[src/rtl/irq_ctrl_pkg.sv]
// Shared definitions for the interrupt controller: register map, software
// source id, FSM encoding and the priority-select helper.
package irq_ctrl_pkg;

  localparam logic [2:0] ADDR_PEND  = 3'd0;
  localparam logic [2:0] ADDR_MASK  = 3'd1;
  localparam logic [2:0] ADDR_EDGE  = 3'd2;
  localparam logic [2:0] ADDR_CUR   = 3'd3;
  localparam logic [2:0] ADDR_EOI   = 3'd4;
  localparam logic [2:0] ADDR_SWSET = 3'd5;

  localparam logic [3:0] SRC_SW    = 4'd15;
  localparam int         MAX_LINES = 15;

  typedef enum logic [0:0] {
    ST_IDLE    = 1'b0,
    ST_SERVICE = 1'b1
  } state_e;

  // Index of the lowest set bit; 0 when nothing is set.
  function automatic logic [3:0] lowest_set(input logic [14:0] v);
    logic [3:0] id;
    id = 4'd0;
    for (int i = MAX_LINES - 1; i >= 0; i--) begin
      if (v[i]) begin
        id = 4'(i);
      end else begin
        id = id;
      end
    end
    return id;
  endfunction

endpackage

[src/rtl/irq_sync.sv]
// Two-flop synchronizer for one asynchronous interrupt line, followed by a
// previous-value flop that yields a one-cycle rising-edge strobe.
module irq_sync (
  input  logic clk,
  input  logic rst,
  input  logic d_i,
  output logic level_o,
  output logic rise_o
);

  logic meta_q;
  logic sync_q;
  logic prev_q;

  // Synchronizer chain plus edge-detect history.
  always_ff @(posedge clk or negedge rst) begin
    if (!rst) begin
      meta_q <= 1'b0;
      sync_q <= 1'b0;
      prev_q <= 1'b0;
    end else begin
      meta_q <= d_i;
      sync_q <= meta_q;
      prev_q <= sync_q;
    end
  end

  assign level_o = sync_q;
  assign rise_o  = sync_q & ~prev_q;

endmodule

[src/rtl/irq_ctrl.sv]
// Interrupt controller: per-line pending/mask/edge configuration, an
// unmaskable software request, fixed priority and a non-nesting IDLE/SERVICE FSM.
module irq_ctrl #(
  parameter int NLINES = 8
) (
  input  logic              clk,
  input  logic              rst,
  input  logic [NLINES-1:0] irq_lines,
  input  logic              int_req,
  input  logic              take,
  input  logic              cfg_we,
  input  logic              cfg_re,
  input  logic [2:0]        cfg_addr,
  input  logic [15:0]       cfg_wdata,
  output logic [15:0]       cfg_rdata,
  output logic              irq_out,
  output logic              irq_instr,
  output logic [3:0]        irq_src
);

  import irq_ctrl_pkg::*;

  logic [NLINES-1:0] sync_s;
  logic [NLINES-1:0] rise_s;
  logic [NLINES-1:0] pend_q, pend_d;
  logic [NLINES-1:0] mask_q, mask_d;
  logic [NLINES-1:0] edge_q, edge_d;
  logic [NLINES-1:0] set_s;
  logic [NLINES-1:0] clr_s;
  logic [NLINES-1:0] elig_s;
  logic              swpend_q, swpend_d;
  state_e            state_q, state_d;
  logic [15:0]       cur_q, cur_d;
  logic              any_s;
  logic [3:0]        win_id_s;
  logic              take_ok_s;
  logic              take_line_s;
  logic              wr_pend_s, wr_mask_s, wr_edge_s, wr_eoi_s, wr_swset_s;
  logic              unused_wdata_s;

  for (genvar g = 0; g < NLINES; g++) begin : g_sync
    irq_sync u_sync (
      .clk     (clk),
      .rst     (rst),
      .d_i     (irq_lines[g]),
      .level_o (sync_s[g]),
      .rise_o  (rise_s[g])
    );
  end

  assign wr_pend_s  = cfg_we && (cfg_addr == ADDR_PEND);
  assign wr_mask_s  = cfg_we && (cfg_addr == ADDR_MASK);
  assign wr_edge_s  = cfg_we && (cfg_addr == ADDR_EDGE);
  assign wr_eoi_s   = cfg_we && (cfg_addr == ADDR_EOI);
  assign wr_swset_s = cfg_we && (cfg_addr == ADDR_SWSET);
  assign unused_wdata_s = ^cfg_wdata;

  // Software request outranks every line and ignores MASK.
  assign elig_s      = pend_q & mask_q;
  assign any_s       = swpend_q | (|elig_s);
  assign win_id_s    = swpend_q ? SRC_SW : lowest_set(15'(elig_s));
  assign take_ok_s   = take && (state_q == ST_IDLE) && any_s;
  assign take_line_s = take_ok_s && !swpend_q;

  assign irq_out   = (state_q == ST_IDLE) && any_s;
  assign irq_instr = swpend_q;
  assign irq_src   = win_id_s;

  // Per-line set/clear requests for edge-mode pending bits.
  always_comb begin
    set_s = {NLINES{1'b0}};
    clr_s = {NLINES{1'b0}};
    for (int i = 0; i < NLINES; i++) begin
      set_s[i] = rise_s[i] | (wr_swset_s & cfg_wdata[i]);
      clr_s[i] = (wr_pend_s & cfg_wdata[i]) |
                 (take_line_s & (win_id_s == 4'(i)));
    end
  end

  // Edge lines: set beats clear; level lines mirror the synced input.
  always_comb begin
    pend_d = pend_q;
    for (int i = 0; i < NLINES; i++) begin
      if (edge_q[i]) begin
        pend_d[i] = (pend_q[i] & ~clr_s[i]) | set_s[i];
      end else begin
        pend_d[i] = sync_s[i];
      end
    end
  end

  // A new int_req keeps SWPEND set even when the same cycle takes it.
  always_comb begin
    if (int_req) begin
      swpend_d = 1'b1;
    end else if (take_ok_s && swpend_q) begin
      swpend_d = 1'b0;
    end else begin
      swpend_d = swpend_q;
    end
  end

  // Configuration register writes.
  always_comb begin
    mask_d = mask_q;
    edge_d = edge_q;
    if (wr_mask_s) begin
      mask_d = cfg_wdata[NLINES-1:0];
    end else begin
      mask_d = mask_q;
    end
    if (wr_edge_s) begin
      edge_d = cfg_wdata[NLINES-1:0];
    end else begin
      edge_d = edge_q;
    end
  end

  // Service FSM: one interrupt in flight until EOI.
  always_comb begin
    state_d = state_q;
    cur_d   = cur_q;
    case (state_q)
      ST_IDLE: begin
        if (take_ok_s) begin
          state_d = ST_SERVICE;
          cur_d   = {1'b1, 11'd0, win_id_s};
        end else begin
          state_d = ST_IDLE;
        end
      end
      ST_SERVICE: begin
        if (wr_eoi_s) begin
          state_d = ST_IDLE;
          cur_d   = 16'd0;
        end else begin
          state_d = ST_SERVICE;
        end
      end
      default: begin
        state_d = ST_IDLE;
        cur_d   = 16'd0;
      end
    endcase
  end

  // State registers.
  always_ff @(posedge clk or negedge rst) begin
    if (!rst) begin
      pend_q   <= {NLINES{1'b0}};
      mask_q   <= {NLINES{1'b0}};
      edge_q   <= {NLINES{1'b0}};
      swpend_q <= 1'b0;
      state_q  <= ST_IDLE;
      cur_q    <= 16'd0;
    end else begin
      pend_q   <= pend_d;
      mask_q   <= mask_d;
      edge_q   <= edge_d;
      swpend_q <= swpend_d;
      state_q  <= state_d;
      cur_q    <= cur_d;
    end
  end

  // Register read mux.
  always_comb begin
    cfg_rdata = 16'd0;
    if (cfg_re) begin
      case (cfg_addr)
        ADDR_PEND: cfg_rdata = 16'(pend_q);
        ADDR_MASK: cfg_rdata = 16'(mask_q);
        ADDR_EDGE: cfg_rdata = 16'(edge_q);
        ADDR_CUR:  cfg_rdata = cur_q;
        default:   cfg_rdata = 16'd0;
      endcase
    end else begin
      cfg_rdata = 16'd0;
    end
  end

endmodule

[config.mk]
export PLATFORM = sky130hd
export DESIGN_NAME = irq_ctrl
export DESIGN_NICKNAME = d
export VERILOG_FILES = /design/src/rtl/irq_ctrl_pkg.sv /design/src/rtl/irq_sync.sv /design/src/rtl/irq_ctrl.sv
export SDC_FILE = /design/constraint.sdc
export NUM_CORES = 1
export LEC_CHECK = 0
export CAP_MARGIN = 20
export CORE_AREA = 2 2 82 84
export DETAILED_ROUTE_END_ITERATION = 16
export DIE_AREA = 0 0 84 86
export GPL_TIMING_DRIVEN = 0
export PLACE_DENSITY = 0.77
export SYNTH_ARGS = -nofsm -noshare
export SYNTH_HDL_FRONTEND = slang
export SYNTH_SLANG_ARGS = --single-unit
export TNS_END_PERCENT = 100
[constraint.sdc]
create_clock -name clk -period 2.2 [get_ports clk]
set_clock_uncertainty 0.05 [all_clocks]
set_input_delay 0.44 -clock clk [delete_from_list [all_inputs] [get_ports clk]]
set_output_delay 0.44 -clock clk [all_outputs]
set_load 0.1 [all_outputs]
==> impl_metrics.tcl, run 1 <==
set metrics [dict create \
    status "finished, final reports clean" \
    area_growth_pct 38.1 \
    cts_tree "done" \
    slew_headroom 0.369 \
    rsz0062_at_grt "true" \
    wl_per_cell_um 15.1 \
    syn_area_per_cell_um2 11.6 \
    grt_overflow 0 \
    cp_data_required_time_ns 1.71 \
    clk_latency_ns 0.32 \
    clock_sinks 55 \
    drt_pass1_iterations 4 \
    ant_nets 0 \
    die_h_um 86 \
    drive_gt1_frac 0.340 \
    tightestPinTransition_ns 0.950 \
    core_area_um2 6280 \
    vdd_drop_max_v 0.000691 \
    leakage_nw 1.49 \
    setup_ws_ns 0.00483 \
    end_kind "primary output" \
    criticalPathCategory "reg2out" \
    cellPowerDensity_nw_per_um2 954 \
    synth-seq-cells 55 \
    drt_iter0_drc 122 \
    grt_pass1_vias 1831 \
    ys_warn_count 0 \
    ys_seq_area_frac 0.553 \
    cp.arrival_ns 1.71 \
    clk_path_buf_depth 2 \
    hpwl_um 3880 \
    synth_cell_type_count 37 \
    finalHoldViolations 0 \
    fin_crit_sh 0.998 \
    crit_fanout 5 \
    std_cell_rows 29 \
    grt_max_degree 29 \
    htreeDepth 2 \
    cts_made_buffers 5 \
    slew_viol_final 0 \
    drv_cap 0 \
    drt_wl_total_um 5430 \
    dp_slack_ns -1.20 \
    synthesis.area_um2 2490 \
    syn_inst 215 \
    clockRootBuffer "clkbuf_8" \
    n_fill_cell 523 \
    vias 1941 \
    regToRegSetupSlack_ns 0.37 \
    antenna_found_initial 0 \
    drcViolationCount 0 \
    holdBufCountCts 0 \
    min_path_type "in2async" \
    io_buffers 38 \
    final_common_cell "dfrtp_1" \
    antenna_cells 0 \
    die_w_um 84 \
    cp-start-kind "flop" \
    grt_pass1_wl_um 8860 \
    fin_hold_ws_ns 0.0847 \
    initial_core_util 0.397 \
    viasPerCell 5.41 \
    num_io_pins 55 \
    postLayoutCoreUtil 0.548 \
    place_congestion 0.812 \
    track_usage 0.155 \
    fmax_ghz 0.456 \
    dieArea_um2 7220 \
    final_cell_mix "dfrtp_1 (53), nand2_1 (24), buf_4 (22)" \
    finalSetupViolations 0 \
    clk_pin_slew_worst_paths_ns 0.10 \
    period_needed_ns 2.20 \
    fin_nets 314 \
]
[power breakdown]
part	internal [mW]	leakage, nW	switching, mW
clock network	0.375	0.0618	0.335
registers	1.19	0.638	0.175
logic	0.513	0.793	0.697
[per-layer routing]
layer	track usage	part of all wire	vias to the layer above
li1	-	-	905
met1	0.207	0.43	964
met2	0.253	0.51	62
met3	0.0395	0.058	10
met4	0.0440	0.010	0
met5	0	0	-
[state kept, by name, summed over array words and instances (netlist names)]
register	flops
mask_q	8
edge_q	8
cur_q	5
g_sync.u_sync.meta_q	8
pend_q	8
g_sync.u_sync.level_o	8
irq_instr	1
state_q	1
g_sync.u_sync.prev_q	8
[repair_timing]
item                                   4_1_cts  5_1_grt
buffers inserted                             4       10
pin swaps                                    2        2
setup endpoints to repair                   23       13
gates cloned                                 0        0
gates resized for setup                    105       22
endpoints found under the hold margin        0        0
[path summary, 6_finish.rpt]
kind,end,start,cells past startpoint
max in group asynchronous,mask_q[1],rst,2
min reg2reg,g_sync[7].u_sync.level_o,g_sync[7].u_sync.meta_q,0
min in group clk,g_sync[7].u_sync.level_o,g_sync[7].u_sync.meta_q,0
max,irq_src[2],pend_q[3],6
max reg2reg,pend_q[1],state_q,5
min,g_sync[7].u_sync.level_o,rst,1
[cell type report]
class	count	area, µm²	area share
clock buffer	6	82.6	0.0240
timing repair buffer	54	559	0.163
multi-input combinational	149	1170	0.339
inverter	3	11.3	0.00327
clock inverter	2	38.8	0.0113
sequential	55	1380	0.401
buffer	13	106	0.0309
tap	77	96.3	0.0280
[critical path: stages (launching register included)]
cell     delay, ns
dfrtp_1       0.44
a22oi_2       0.22
nor2b_4       0.18
buf_6         0.11
o21a_1        0.14
or2_4         0.13
buf_12        0.16
[metrics by stage]
stage / setup TNS (ns) / total power [mW] / instance area [µm²] / instances
global route: -0.0780 / 3.44 / 3440 / 359
global placement: -77.39 / 2.36 / 3070 / 336
floorplan: 0 / 2.12 / 2590 / 221
CTS: -0.149 / 3.16 / 3290 / 349
detailed placement: -19.16 / 2.40 / 3100 / 338
finish: 0 / 3.28 / 3440 / 359
[kinds of logic (layout without fill, tap and decap cells)]
kind of cell / Yosys count / after routing / synth area share
simple gates: 65 / 65 / 0.131
flops: 55 / 55 / 0.553
compound gates: 50 / 50 / 0.153
mux: 27 / 27 / 0.122
buf+inv: 17 / 78 / 0.0407
other cells: 1 / 7 / 0.00151
[Yosys cell counts]
| master | n | share of area |
|---|---|---|
| dfrtp_1 | 55 | 0.55 |
| nand2_1 | 24 | 0.036 |
| mux2_2 | 16 | 0.072 |
| nor2_1 | 16 | 0.024 |
| mux2i_1 | 10 | 0.040 |
| buf_4 | 9 | 0.027 |
| a22o_1 | 8 | 0.028 |
| a21oi_1 | 6 | 0.012 |
| o21ai_0 | 6 | 0.012 |
| a32oi_1 | 5 | 0.018 |
| nand3_1 | 5 | 0.010 |
| a22oi_1 | 4 | 0.012 |
| nand2b_1 | 4 | 0.010 |
| nor2b_1 | 4 | 0.010 |
| a21o_1 | 3 | 0.0090 |
| buf_2 | 3 | 0.0060 |
| inv_1 | 3 | 0.0045 |
| nand4_1 | 3 | 0.0075 |
| o21a_1 | 3 | 0.0090 |
| o22a_1 | 3 | 0.011 |
| or2_2 | 3 | 0.0075 |
| a221oi_1 | 2 | 0.0070 |
| a32o_1 | 2 | 0.0080 |
| a41o_1 | 2 | 0.0080 |
| clkbuf_1 | 2 | 0.0030 |
| nor3_1 | 2 | 0.0040 |
| o22ai_1 | 2 | 0.0050 |
| a21boi_0 | 1 | 0.0030 |
| a311o_1 | 1 | 0.0040 |
| a41oi_1 | 1 | 0.0035 |
| and4b_1 | 1 | 0.0040 |
| conb_1 | 1 | 0.0015 |
| mux4_2 | 1 | 0.0090 |
| nor2_2 | 1 | 0.0025 |
| nor3b_2 | 1 | 0.0050 |
| nor4b_4 | 1 | 0.0095 |
| o2111ai_1 | 1 | 0.0035 |
No activity file was read; power rests on OpenSTA's default activity.
==> run 2: changes to the inputs <==
GPL_TIMING_DRIVEN = not set   (was 0)
==> run 2 against run 1 <==
Register-to-register slack improved by 0.09 ns. Critical path depth shrank 1. Largest power group unchanged. Non-clock buffer count is 2 lower. Sequential power hardly changed. Core utilization rose by 1.4 points. Clock power down 3.4%. Die area is the same. Final cell count fell by 0.56%. Via count down 0.88%.
==> impl_metrics.tcl, run 2 (same netlist as run 1, synthesis figures left out) <==
set metrics [dict create \
    status "finished, final reports clean" \
    hpwl_um 4010 \
    drive_gt1_frac 0.339 \
    antenna_cells 0 \
    grt_max_degree 56 \
    vias 1924 \
    cp.arrival_ns 1.69 \
    grt_overflow 0 \
    drt_pass1_iterations 4 \
    grt_pass1_vias 2039 \
    cp-start-kind "flop" \
    n_fill_cell 522 \
    fin_crit_sh 0.992 \
    final_common_cell "dfrtp_1" \
    end_kind "primary output" \
    htreeDepth 2 \
    drt_iter0_drc 208 \
    viasPerCell 5.39 \
    core_area_um2 6280 \
    cts_tree "done" \
    clk_pin_slew_worst_paths_ns 0.10 \
    area_growth_pct 41.8 \
    die_h_um 86 \
    cts_made_buffers 5 \
    period_needed_ns 2.18 \
    finalHoldViolations 0 \
    place_congestion 0.885 \
    leakage_nw 1.51 \
    ant_nets 0 \
    cellPowerDensity_nw_per_um2 924 \
    grt_pass1_wl_um 9480 \
    slew_viol_final 0 \
    initial_core_util 0.397 \
    clock_sinks 55 \
    clockRootBuffer "clkbuf_8" \
    vdd_drop_max_v 0.000600 \
    min_path_type "in2async" \
    io_buffers 39 \
    setup_ws_ns 0.0169 \
    final_cell_mix "dfrtp_1 (53), nand2_1 (24), buf_4 (22)" \
    clk_latency_ns 0.31 \
    postLayoutCoreUtil 0.562 \
    crit_fanout 6 \
    drt_wl_total_um 5610 \
    fin_nets 312 \
    track_usage 0.165 \
    die_w_um 84 \
    num_io_pins 55 \
    std_cell_rows 29 \
    clk_path_buf_depth 2 \
    antenna_found_initial 0 \
    finalSetupViolations 0 \
    criticalPathCategory "reg2out" \
    wl_per_cell_um 15.7 \
    cp_data_required_time_ns 1.71 \
    drcViolationCount 0 \
    dp_slack_ns -0.240 \
    fmax_ghz 0.458 \
    dieArea_um2 7220 \
    drv_cap 0 \
    rsz0062_at_grt "true" \
]
## run 2: worst paths after layout
path	startpoint	end	slack, ns	depth (start not counted)
max in group asynchronous	rst	edge_q[2]	1.80	2
min	rst	edge_q[6]	0.06	2
max reg2reg	mask_q[1]	cur_q[0]	0.46	6
min in group clk	g_sync[5].u_sync.meta_q	g_sync[5].u_sync.level_o	0.31	0
min reg2reg	g_sync[5].u_sync.meta_q	g_sync[5].u_sync.level_o	0.31	0
max	mask_q[4]	irq_src[1]	0.02	5
## run 2: timing repair
item / CTS / global route
gates resized for setup: 13 / 9
setup endpoints to repair: 12 / 9
hold buffers: 0 / 0
pin swaps: 1 / 2
endpoints found under the hold margin: 0 / 0
buffers inserted: 3 / 0
## run 2: worst max-delay path, cell delays in order, from the launching register on
cell,delay [ns]
dfrtp_1,0.44
a22o_4,0.27
o21a_1,0.20
nor2_2,0.15
or2_4,0.16
buf_12,0.16
## run 2: routing by layer
metal / wire, µm / GRT usage
met1: 2390 / 0.211
met2: 2800 / 0.273
met3: 306 / 0.0385
met4: 111 / 0.0674
met5: 0 / 0
## run 2: cell type report
cell class	instances	area (µm²)	share of cell area
tap	77	96.3	0.0273
timing repair buffer	65	756	0.214
clock inverter	3	46.3	0.0131
inverter	3	11.3	0.00319
sequential	55	1380	0.391
multi-input combinational	149	1170	0.332
clock buffer	5	68.8	0.0195
## run 2: where the power goes
part	switching, mW	leakage (nW)	internal, mW	total (mW)
Combinational	0.698	0.816	0.508	1.21
Clock	0.343	0.0548	0.343	0.686
Sequential	0.184	0.638	1.19	1.37
## run 2: metrics by stage
stage | instance area (µm²) | std cells | power [mW] | setup TNS, ns | hold slack [ns]
finish | 3530 | 357 | 3.26 | 0 | 0.0572
detailed placement | 3330 | 346 | 2.51 | -3.69 | 0.286
global placement | 3330 | 346 | 2.48 | -3.33 | 0.282
CTS | 3510 | 357 | 3.25 | 0 | 0.0615
floorplan | 2590 | 221 | 2.12 | 0 | 0.0944
global route | 3530 | 357 | 3.43 | -0.0680 | 0.0693
==> run 3: changes to the inputs <==
CTS_CLUSTER_DIAMETER = 120   (was not set)
==> results of run 3 <==
Same layout as run 2: the final DEF is identical, and so are final timing and power.
